[src/rtl/aes_sbox.sv]
// Registered AES forward S-box: out_byte = affine(inv(in_byte)) one clock after in_valid.
// The inverse is x^254 in GF(2^8), so no 256-entry table has to be maintained by hand.
module aes_sbox (
    input  logic       clk,
    input  logic       rst_n,
    input  logic       in_valid,
    input  logic [7:0] in_byte,
    output logic       out_valid,
    output logic [7:0] out_byte
);

    // Handshake: a byte is accepted on every rising edge where in_valid=1 (no ready,
    // no stall); out_valid follows in_valid one cycle later and out_byte holds between results.

    // Shift-and-add multiply with reduction by x^8+x^4+x^3+x+1 at each step.
    function automatic logic [7:0] gf_mul(input logic [7:0] a, input logic [7:0] b);
        logic [7:0] acc;
        logic [7:0] aa;
        acc = 8'h00;
        aa  = a;
        for (int i = 0; i < 8; i++) begin
            if (b[i]) acc = acc ^ aa;
            aa = {aa[6:0], 1'b0} ^ (aa[7] ? 8'h1b : 8'h00);
        end
        return acc;
    endfunction

    // x^254 = x^2 * x^4 * ... * x^128; this yields 0 for x=0, as required.
    function automatic logic [7:0] gf_inv(input logic [7:0] x);
        logic [7:0] sq;
        logic [7:0] r;
        sq = x;
        r  = 8'h01;
        for (int i = 1; i < 8; i++) begin
            sq = gf_mul(sq, sq);
            r  = gf_mul(r, sq);
        end
        return r;
    endfunction

    function automatic logic [7:0] rotl8(input logic [7:0] b, input int unsigned n);
        logic [15:0] d;
        d = {b, b} << n;
        return d[15:8];
    endfunction

    function automatic logic [7:0] affine(input logic [7:0] b);
        return b ^ rotl8(b, 1) ^ rotl8(b, 2) ^ rotl8(b, 3) ^ rotl8(b, 4) ^ 8'h63;
    endfunction

    logic [7:0] sub_byte;

    always_comb begin
        sub_byte = affine(gf_inv(in_byte));
    end

    always_ff @(posedge clk or negedge rst_n) begin
        if (!rst_n) begin
            out_valid <= 1'b0;
            out_byte  <= 8'h00;
        end else begin
            out_valid <= in_valid;
            if (in_valid) out_byte <= sub_byte;
        end
    end

endmodule

[config.mk]
export PLATFORM = sky130hd
export DESIGN_NAME = aes_sbox
export DESIGN_NICKNAME = d
export VERILOG_FILES = /design/src/rtl/aes_sbox.sv
export SDC_FILE = /design/constraint.sdc
export NUM_CORES = 1
export LEC_CHECK = 0
export BUFFER_PORTS_ARGS = -buffer_cell sky130_fd_sc_hd__clkbuf_2
export CELL_PAD_IN_SITES_DETAIL_PLACEMENT = 1
export CELL_PAD_IN_SITES_GLOBAL_PLACEMENT = 1
export CORE_ASPECT_RATIO = 0.75
export CORE_UTILIZATION = 50
export CTS_CLUSTER_DIAMETER = 30
export CTS_CLUSTER_SIZE = 30
export DETAILED_ROUTE_END_ITERATION = 16
export PLACE_DENSITY = 0.81
export SLEW_MARGIN = 25
export SYNTH_ARGS = -nofsm -noshare
export SYNTH_HDL_FRONTEND = slang
export SYNTH_SLANG_ARGS = --single-unit
[constraint.sdc]
create_clock -name clk -period 1 [get_ports clk]
set_input_delay 0.15 -clock clk [delete_from_list [all_inputs] [get_ports clk]]
set_output_delay 0.15 -clock clk [all_outputs]
set_load 0.02 [all_outputs]
==> results of run 1 <==
logic make-up after synthesis:
logic type | synth area share, %
AOI/OAI and AO/OA | 17.7
xor gates and xnor gates | 49.6
adders and majority gates | 0.563
muxes | 5.00
DFF | 1.45
and+or+nand+nor | 20.9
buffers and inverters | 4.74
through the flow:
| step | area (um^2) | worst slack (ns) | std cells | hold slack [ns] | setup TNS [ns] |
|---|---|---|---|---|---|
| global placement | 21100 | -12.04 | 2925 | 0.00629 | -95.82 |
| floorplan | 16200 | -11.53 | 2008 | -0.146 | -91.22 |
cell usage after synthesis, types with 13 or more instances:
cell	count
mux2i_1	63
or3_1	17
a211oi_1	15
a21oi_1	108
o211ai_1	19
o21ai_0	70
o21ai_1	13
nand3_1	55
inv_1	20
xor2_1	82
nand2_1	209
a31oi_1	21
xnor2_1	357
o22ai_1	25
xnor3_1	95
nor2_1	291
xnor2_2	38
and2_1	17
xnor3_2	18
nor3_1	45
buf_2	40
clkbuf_1	73
==> results.sh, run 1 <==
export IMPL_num_io_pins=20
export IMPL_yosys_area_top_type_share_pct=20.1
export IMPL_synth_top_cell_by_area="xnor2_1"
export IMPL_rows=55
export IMPL_status="aborted with a tool error"
export IMPL_toolErrorMsg="[ERROR DPL-0033] detailed placement checks failed during check placement."
export IMPL_synth_seq_cells=9
export IMPL_dieWidth_um=206
export IMPL_synth_area_per_cell_um2=7.74
export IMPL_synthCells=2008
export IMPL_async_flop_share_pct=100
export IMPL_ys_flop_type="dfrtp_1"
export IMPL_yosysWarnings=0
export IMPL_dpl_hpwl_mm=68.3
export IMPL_lastStage="detailed placement"
export IMPL_synth_edf_count=0
export IMPL_gp_congestion=0.982
export IMPL_seq_area_frac_synth_pct=1.45
export IMPL_synth_area_leaders="xnor2_1, xnor3_1, nor2_1, nand2_1, xor2_1"
export IMPL_synth_nets=2026
export IMPL_start_util_pct=51.2
export IMPL_syn_area_um2=15500
export IMPL_synth_cell_types=104
export IMPL_die_height_um=155
export IMPL_port_buffers=19
==> run 2, diff against run 1 <==
CELL_PAD_IN_SITES_DETAIL_PLACEMENT = default   (was 1)
CELL_PAD_IN_SITES_GLOBAL_PLACEMENT = default   (was 1)
CORE_ASPECT_RATIO = default   (was 0.75)
CORE_UTILIZATION = 35   (was 50)
CTS_CLUSTER_DIAMETER = default   (was 30)
CTS_CLUSTER_SIZE = default   (was 30)
PLACE_DENSITY = default   (was 0.81)
PLACE_DENSITY_LB_ADDON = 0.15   (was default)
==> results.sh, run 2 <==
export IMPL_status="complete, but fails checks"
export IMPL_violations="negative setup slack"
export IMPL_synth_nets=2026
export IMPL_clkTransAtPathRegs_ns=0.04
export IMPL_synthSimpleGateAreaFrac_pct=20.9
export IMPL_worstPathRequired_ns=1.11
export IMPL_yosys_area_top_type_share_pct=20.1
export IMPL_synth_seq_cells=9
export IMPL_crit_arrival_ns=12.66
export IMPL_synth_compound_area_share_pct=17.7
export IMPL_reg_top3="out_byte (8), out_valid (1)"
export IMPL_firstDrtPassIters=8
export IMPL_drt_initial_drc_count=1191
export IMPL_grt_pass1_wl_mm=88.9
export IMPL_numCtsBuffers=3
export IMPL_min_period_ns=12.55
export IMPL_dp_slack_ns=-12.43
export IMPL_grt_usage_pct=24.6
export IMPL_rsz0062_at_grt="yes"
export IMPL_seq_area_frac_synth_pct=1.45
export IMPL_cp_max_fo=8
export IMPL_drive_gt1_share_pct=41.2
export IMPL_synthAdderAreaFrac_pct=0.563
export IMPL_async_flop_share_pct=100
export IMPL_gp_congestion=0.945
export IMPL_cts_tree="done"
export IMPL_setup_tns_ns=-91.79
export IMPL_ys_flop_type="dfrtp_1"
export IMPL_worst_slew_pin_slew_ns=0.664
export IMPL_cts_root_buf="clkbuf_16"
export IMPL_drc=0
export IMPL_hold_viol_final=0
export IMPL_grt_max_degree=25
export IMPL_slew_violations=0
export IMPL_area_growth_pct=48.9
export IMPL_rows=76
export IMPL_synthCells=2008
export IMPL_dpl_hpwl_mm=44.9
export IMPL_synth_commonest_cells="xnor2_1, nor2_1, nand2_1"
export IMPL_grt_overflow=0
export IMPL_start_kind="primary input"
export IMPL_largest_reg_flops=8
export IMPL_die_height_um=213
export IMPL_instances_no_fill=3190
export IMPL_yosys_mux_area_fraction_pct=5.00
export IMPL_synth_cell_types=104
export IMPL_fin_skew_ns=0
export IMPL_synth_area_per_cell_um2=7.74
export IMPL_viasPerCell=5.27
export IMPL_worst_path_buf_inv=10
export IMPL_layout_common_cells="buf_4, xnor2_1, nor2_1"
export IMPL_synth_xor_xnor_area_share_pct=49.6
export IMPL_nets=2624
export IMPL_max_freq_mhz=79.7
export IMPL_crit_slowest_cell="or4_4"
export IMPL_fin_ws_ns=-11.55
export IMPL_htreeDepth=1
export IMPL_r2r_slack_ns=0.21
export IMPL_cts_sinks=9
export IMPL_coreArea_um2=43500
export IMPL_synth_most_common_cell="xnor2_1"
export IMPL_dp_cells=3132
export IMPL_antenna_found_initial=0
export IMPL_synth_edf_count=0
export IMPL_vias=16800
export IMPL_regMostFlops="out_byte"
export IMPL_setup_viol=8
export IMPL_synth_top_cell_by_area="xnor2_1"
export IMPL_crit_family="compound AO/OA/AOI/OAI gates"
export IMPL_post_route_period_util_pct=1250
export IMPL_final_util_pct=53.3
export IMPL_dieWidth_um=213
export IMPL_critPathKind="in -> reg"
export IMPL_holdCritPathClass="in -> reg"
export IMPL_start_util_pct=35.8
export IMPL_critPathCaptureType="flop"
export IMPL_port_buffers=19
export IMPL_synth_top_family_by_area="XOR/XNOR gates"
export IMPL_num_io_pins=20
export IMPL_max_cap_violations=0
export IMPL_clk_path_buf_depth=2
export IMPL_totalWireLength_mm=56.5
export IMPL_cpPeakStageDelay_ns=0.54
export IMPL_layout_commonest_cell="buf_4"
export IMPL_detail_route_antenna_nets=0
export IMPL_insertedDiodeCount=0
export IMPL_syn_area_um2=15500
export IMPL_drt_wirelength_per_cell_um=17.7
export IMPL_dieArea_um2=45300
export IMPL_synth_area_leaders="xnor2_1, xnor3_1, nor2_1, nand2_1, xor2_1"
export IMPL_slew_headroom_pct=55.4
export IMPL_yosysWarnings=0
export IMPL_grt_pass1_vias=16300
export IMPL_clk_insertion_delay_late_ns=0.23
## run 2: cell counts after synthesis
Identical to the previous run, type by type.
## run 2: path summary, 6_finish.rpt
kind	from	end	cells after the start
worst max-delay path	in_byte[7]	out_byte[4]	61
worst min-delay path	in_valid	out_byte[5]	2
worst max register to register	out_byte[4]	out_byte[4]	1
worst min register to register	out_byte[3]	out_byte[3]	1
max in group asynchronous	rst_n	out_byte[5]	2
min in group asynchronous	rst_n	out_byte[2]	2
## run 2: layer usage
| metal | part of all wire, % | vias up | GRT usage, % |
|---|---|---|---|
| li1 | - | 8178 | - |
| met1 | 46 | 8137 | 33.8 |
| met2 | 49 | 432 | 43.5 |
| met3 | 3.6 | 68 | 0.485 |
| met4 | 1.6 | 0 | 4.22 |
| met5 | 0 | - | 0 |
## run 2: what timing repair did
action                     in CTS  in global routing
setup endpoints to repair       8                  8
hold buffers                    1                  0
pin swaps                      41                 59
setup buffers                  23                 31
hold endpoints to repair        9                  0
gates resized for setup        94                106
## run 2: cell families after synthesis
kind of cell	after synthesis
buf+inv	160
compound gates	407
mux	76
simple gates	729
fa+ha+maj	7
xor+xnor	620
flops	9
## run 2: layout make-up
type	instances	area, um^2
fillers	4147	20300
clock buffers	4	78.8
inverters	24	93.8
multi-input cells	1839	16200
flip-flops and latches	9	225
well taps	585	732
repair buffers	729	5790
## run 2: metrics by stage
stage                     cell area, um^2  hold slack, ns
after floorplan                     16200          -0.146
after detailed placement            21600         0.00874
after CTS                           22400           0.233
after global placement              21600         0.00975
after global routing                23200           0.244
final                               23200           0.236
Power of run 2 is left out: the tool's default activity adds up to more than one toggle a clock period on the data nets, which glitch-free logic cannot reach.
==> run 3, diff against run 2 <==
CORE_ASPECT_RATIO = 0.7   (was default)
SLEW_MARGIN = 20   (was 25)
==> results.sh, run 3 (synthesis gave the netlist of run 2 again) <==
export IMPL_fin_skew_ns=0
export IMPL_area_growth_pct=57.3
export IMPL_start_util_pct=35.6
export IMPL_grt_overflow=0
export IMPL_coreArea_um2=43700
export IMPL_status="complete, but fails checks"
export IMPL_holdCritPathClass="in -> reg"
export IMPL_placed_cell_area_um2=21500
export IMPL_drive_gt1_share_pct=45.6
export IMPL_viasPerCell=5.34
export IMPL_cts_tree="done"
export IMPL_cts_sinks=9
export IMPL_num_io_pins=20
export IMPL_grt_usage_pct=26.1
export IMPL_reg_top3="out_byte (8), out_valid (1)"
export IMPL_drt_wirelength_per_cell_um=18.7
export IMPL_final_util_pct=55.9
export IMPL_clkTransAtPathRegs_ns=0.04
export IMPL_die_height_um=178
export IMPL_max_freq_mhz=77.5
export IMPL_instances_no_fill=3292
export IMPL_layout_commonest_cell="buf_4"
export IMPL_insertedDiodeCount=0
export IMPL_rsz0062_at_grt="yes"
export IMPL_fin_ws_ns=-11.90
export IMPL_crit_slowest_cell="xnor3_2"
export IMPL_hold_viol_final=0
export IMPL_clk_insertion_delay_late_ns=0.24
export IMPL_rows=64
export IMPL_cts_root_buf="clkbuf_16"
export IMPL_critPathCaptureType="flop"
export IMPL_totalWireLength_mm=61.5
export IMPL_crit_arrival_ns=13.01
export IMPL_max_cap_violations=0
export IMPL_dp_cells=3142
export IMPL_nets=2717
export IMPL_cp_max_fo=8
export IMPL_firstDrtPassIters=5
export IMPL_critPathKind="in -> reg"
export IMPL_dpl_hpwl_mm=46.9
export IMPL_regMostFlops="out_byte"
export IMPL_setup_viol=8
export IMPL_detail_route_antenna_nets=0
export IMPL_post_route_period_util_pct=1290
export IMPL_htreeDepth=1
export IMPL_slew_headroom_pct=54.6
export IMPL_vias=17600
export IMPL_cpPeakStageDelay_ns=0.62
export IMPL_antenna_found_initial=0
export IMPL_numCtsBuffers=3
export IMPL_slew_violations=0
export IMPL_drt_initial_drc_count=1766
export IMPL_dieArea_um2=45300
export IMPL_drc=0
export IMPL_start_kind="primary input"
export IMPL_layout_common_cells="buf_4, xnor2_1, nor2_1"
export IMPL_largest_reg_flops=8
export IMPL_gp_congestion=0.925
export IMPL_port_buffers=19
export IMPL_grt_max_degree=25
export IMPL_worstPathRequired_ns=1.11
export IMPL_violations="negative setup slack"
export IMPL_dieWidth_um=254
export IMPL_grt_pass1_vias=16300
export IMPL_worst_slew_pin_slew_ns=0.678
export IMPL_whs_ns=0.285
export IMPL_grt_pass1_wl_mm=93.5
export IMPL_crit_path_frequent_cell="xnor3_2"
export IMPL_min_period_ns=12.90
export IMPL_fill_cells=3939
export IMPL_clk_path_buf_depth=2
export IMPL_fin_area_um2=24500
[run 3: changes by cell type in the layout (fill, tap and decap cells not counted), sizes merged]
cell and change:
nor4 +1, inv -1, clkbuf -2, buf +94
clkinv +1
[run 3: what timing repair did]
item	in CTS	in global routing
gates resized for setup	152	172
buffers inserted	78	76
endpoints found under the hold margin	9	0
pin swaps	71	119
hold buffers	1	0
cloned	1	0
endpoints found under the setup margin	8	8
[run 3: worst max-delay path: cells and delay by family]
family / cells / cell delay, ns
and+or+nand+nor: 6 / 0.62
xor gates and xnor gates: 30 / 8.92
adders and majority gates: 1 / 0.27
buffers and inverters: 9 / 1.44
AOI/OAI and AO/OA: 3 / 0.58
muxes: 3 / 1.00
[run 3: worst paths after layout]
kind                               end  slack (ns)  cells after the start   startpoint
max                        out_byte[4]      -11.90                     52   in_byte[7]
min                        out_byte[5]        0.29                      2     in_valid
max reg2reg                out_byte[3]        0.23                      1  out_byte[3]
min reg2reg                out_byte[6]        0.51                      1  out_byte[6]
max in group asynchronous    out_valid        0.48                      2        rst_n
min in group asynchronous  out_byte[0]        0.33                      2        rst_n
[run 3: area by class of cell]
class / count / area (um^2) / share of cell area, %
clock buffers: 4 / 78.8 / 0.322
inverters: 24 / 92.6 / 0.378
flip-flops and latches: 9 / 225 / 0.921
repair buffers: 821 / 6610 / 27.0
multi-input cells: 1840 / 16700 / 68.3
well taps: 594 / 743 / 3.04
[run 3: layer usage]
metal / global-route usage (%) / routed length (um) / vias up
met3: 5.55 / 6050 / 24
met2: 36.0 / 24500 / 703
li1: - / - / 8364
met5: 0 / 0 / -
met1: 42.1 / 30800 / 8474
met4: 1.13 / 195 / 0
[run 3: per-stage QoR]
stage	worst slack, ns	setup TNS (ns)
2_1_floorplan	-11.53	-91.22
3_3_place_gp	-12.07	-96.21
3_5_place_dp	-12.26	-97.40
4_1_cts	-11.61	-92.33
5_1_grt	-12.34	-98.14
6_report	-11.90	-94.55
Power of run 3 is left out for the same reason.
==> run 4, diff against run 3 <==
--- a/config.mk
+++ b/config.mk
@@ -7,4 +7,6 @@
 export LEC_CHECK = 0
 export BUFFER_PORTS_ARGS = -buffer_cell sky130_fd_sc_hd__clkbuf_2
+export CELL_PAD_IN_SITES_DETAIL_PLACEMENT = 0
+export CELL_PAD_IN_SITES_GLOBAL_PLACEMENT = 1
 export CORE_ASPECT_RATIO = 0.7
 export CORE_UTILIZATION = 35
==> constraint.sdc (replaced) <==
create_clock -name clk -period 1 [get_ports clk]
set_input_delay 0.1 -clock clk [delete_from_list [all_inputs] [get_ports clk]]
set_output_delay 0.1 -clock clk [all_outputs]
set_load 0.02 [all_outputs]
==> results.sh, run 4 (synthesis gave the netlist of run 2 again) <==
export IMPL_violations="negative setup slack"
export IMPL_firstDrtPassIters=5
export IMPL_status="complete, but fails checks"
export IMPL_min_period_ns=12.75
export IMPL_slew_violations=0
export IMPL_crit_path_frequent_cell="buf_4"
export IMPL_start_kind="primary input"
export IMPL_post_route_period_util_pct=1280
export IMPL_max_cap_violations=0
export IMPL_grt_overflow=0
export IMPL_critPathKind="in -> reg"
export IMPL_grt_pass1_vias=16600
export IMPL_worstHoldStart="in_valid"
export IMPL_htreeDepth=1
export IMPL_hold_viol_final=0
export IMPL_setup_viol=8
export IMPL_layout_commonest_cell="buf_4"
export IMPL_drive_gt1_share_pct=45.2
export IMPL_gp_congestion=0.898
export IMPL_critPathCaptureType="flop"
export IMPL_grt_pass1_wl_mm=95.2
export IMPL_crit_slowest_cell="xnor3_2"
export IMPL_slew_headroom_pct=54.5
export IMPL_dpl_hpwl_mm=48.0
export IMPL_instances_no_fill=3259
export IMPL_drc=0
export IMPL_die_height_um=178
export IMPL_cts_root_buf="clkbuf_16"
export IMPL_cpPeakStageDelay_ns=0.52
export IMPL_multi_input_area_um2=16800
export IMPL_dieWidth_um=254
export IMPL_rsz0062_at_grt="yes"
export IMPL_drt_wirelength_per_cell_um=18.8
export IMPL_min_path_cells=1
export IMPL_holdCritPathClass="in -> reg"
export IMPL_clk_insertion_delay_late_ns=0.24
export IMPL_rows=64
export IMPL_viasPerCell=5.32
export IMPL_clk_path_buf_depth=2
export IMPL_nets=2684
export IMPL_area_growth_pct=56.8
export IMPL_clkTransAtPathRegs_ns=0.04
export IMPL_start_util_pct=35.6
export IMPL_min_to="out_valid"
export IMPL_cts_tree="done"
export IMPL_dp_slack_ns=-12.38
export IMPL_fin_skew_ns=0
export IMPL_dp_cells=3141
export IMPL_largest_reg_flops=8
export IMPL_antenna_found_initial=0
export IMPL_max_freq_mhz=78.4
export IMPL_port_buffers=19
export IMPL_grt_usage_pct=26.7
export IMPL_numCtsBuffers=3
export IMPL_final_util_pct=55.8
export IMPL_drt_initial_drc_count=1429
export IMPL_fill_cells=4026
export IMPL_detail_route_antenna_nets=0
export IMPL_r2r_slack_ns=0.23
export IMPL_r2r_cells=1
export IMPL_r2r_end="out_byte[7]"
export IMPL_layout_common_cells="buf_4, xnor2_1, nor2_1"
export IMPL_insertedDiodeCount=0
export IMPL_worstPathRequired_ns=1.12
export IMPL_crit_arrival_ns=12.87
export IMPL_final_seq_area_um2=225
export IMPL_dieArea_um2=45300
export IMPL_r2r_start="out_byte[7]"
export IMPL_grt_max_degree=25
export IMPL_vias=17300
export IMPL_num_io_pins=20
export IMPL_cp_max_fo=6
export IMPL_totalWireLength_mm=61.4
export IMPL_regMostFlops="out_byte"
export IMPL_cts_sinks=9
export IMPL_worst_slew_pin_slew_ns=0.677
export IMPL_coreArea_um2=43700
export IMPL_reg_top3="out_byte (8), out_valid (1)"
export IMPL_fin_ws_ns=-11.75
run 4: cell types whose count changed in the layout (fill, tap and decap cells not counted), moves of 4 or more:
| cell | previous run | this run |
|---|---|---|
| buf_4 | 728 | 690 |
| o21ai_1 | 24 | 16 |
| o21ai_0 | 56 | 60 |
| o21ai_2 | 1 | 5 |
| xnor2_2 | 103 | 93 |
| xnor2_4 | 26 | 38 |
run 4: how the worst max path moves through the flow:
stage	end	from	slack, ns
6_report	out_byte[4]	in_byte[7]	-11.75
5_1_grt	out_byte[4]	in_byte[7]	-12.32
4_1_cts	out_byte[3]	in_byte[7]	-11.60
3_5_place_dp	out_byte[4]	in_byte[7]	-12.38
3_3_place_gp	out_byte[4]	in_byte[5]	-12.29
2_1_floorplan	out_byte[7]	in_byte[7]	-11.48
run 4: stage by stage:
stage	TNS [ns]	cell area, um^2	hold WS, ns
CTS	-92.46	23100	0.177
global route	-97.89	24400	0.190
finish	-93.42	24400	0.177
floorplan	-90.82	16200	-0.196
detailed placement	-98.54	21600	-0.0295
global placement	-97.73	21600	-0.0365
run 4: layout make-up:
cell class	instances	area share [%]
sequential	9	0.924
inverter	24	0.380
clock buffer	4	0.323
multi-input combinational	1840	69.1
tap	594	3.05
timing repair buffer	788	26.2
run 4: repair_timing:
action / CTS / global route
buffers inserted: 64 / 51
resized for setup: 179 / 159
gates cloned: 0 / 1
endpoints found under the setup margin: 8 / 8
hold buffers: 1 / 0
hold endpoints to repair: 9 / 0
pin swaps: 100 / 71
run 4: critical path: cells and delay by family:
kind                     cells  cell delay [ns]
AO/OA/AOI/OAI                7             1.88
XOR/XNOR                    24             6.54
adder cells (fa/ha/maj)      2             0.55
buffers and inverters       10             1.39
multiplexers                 2             0.44
AND/OR/NAND/NOR             11             1.94
run 4: metal layers:
layer | routed length [um] | track usage, %
met1 | 32000 | 44.2
met2 | 24400 | 37.2
met3 | 4650 | 2.92
met4 | 320 | 1.53
met5 | 0 | 0
Power of run 4 is left out for the same reason.
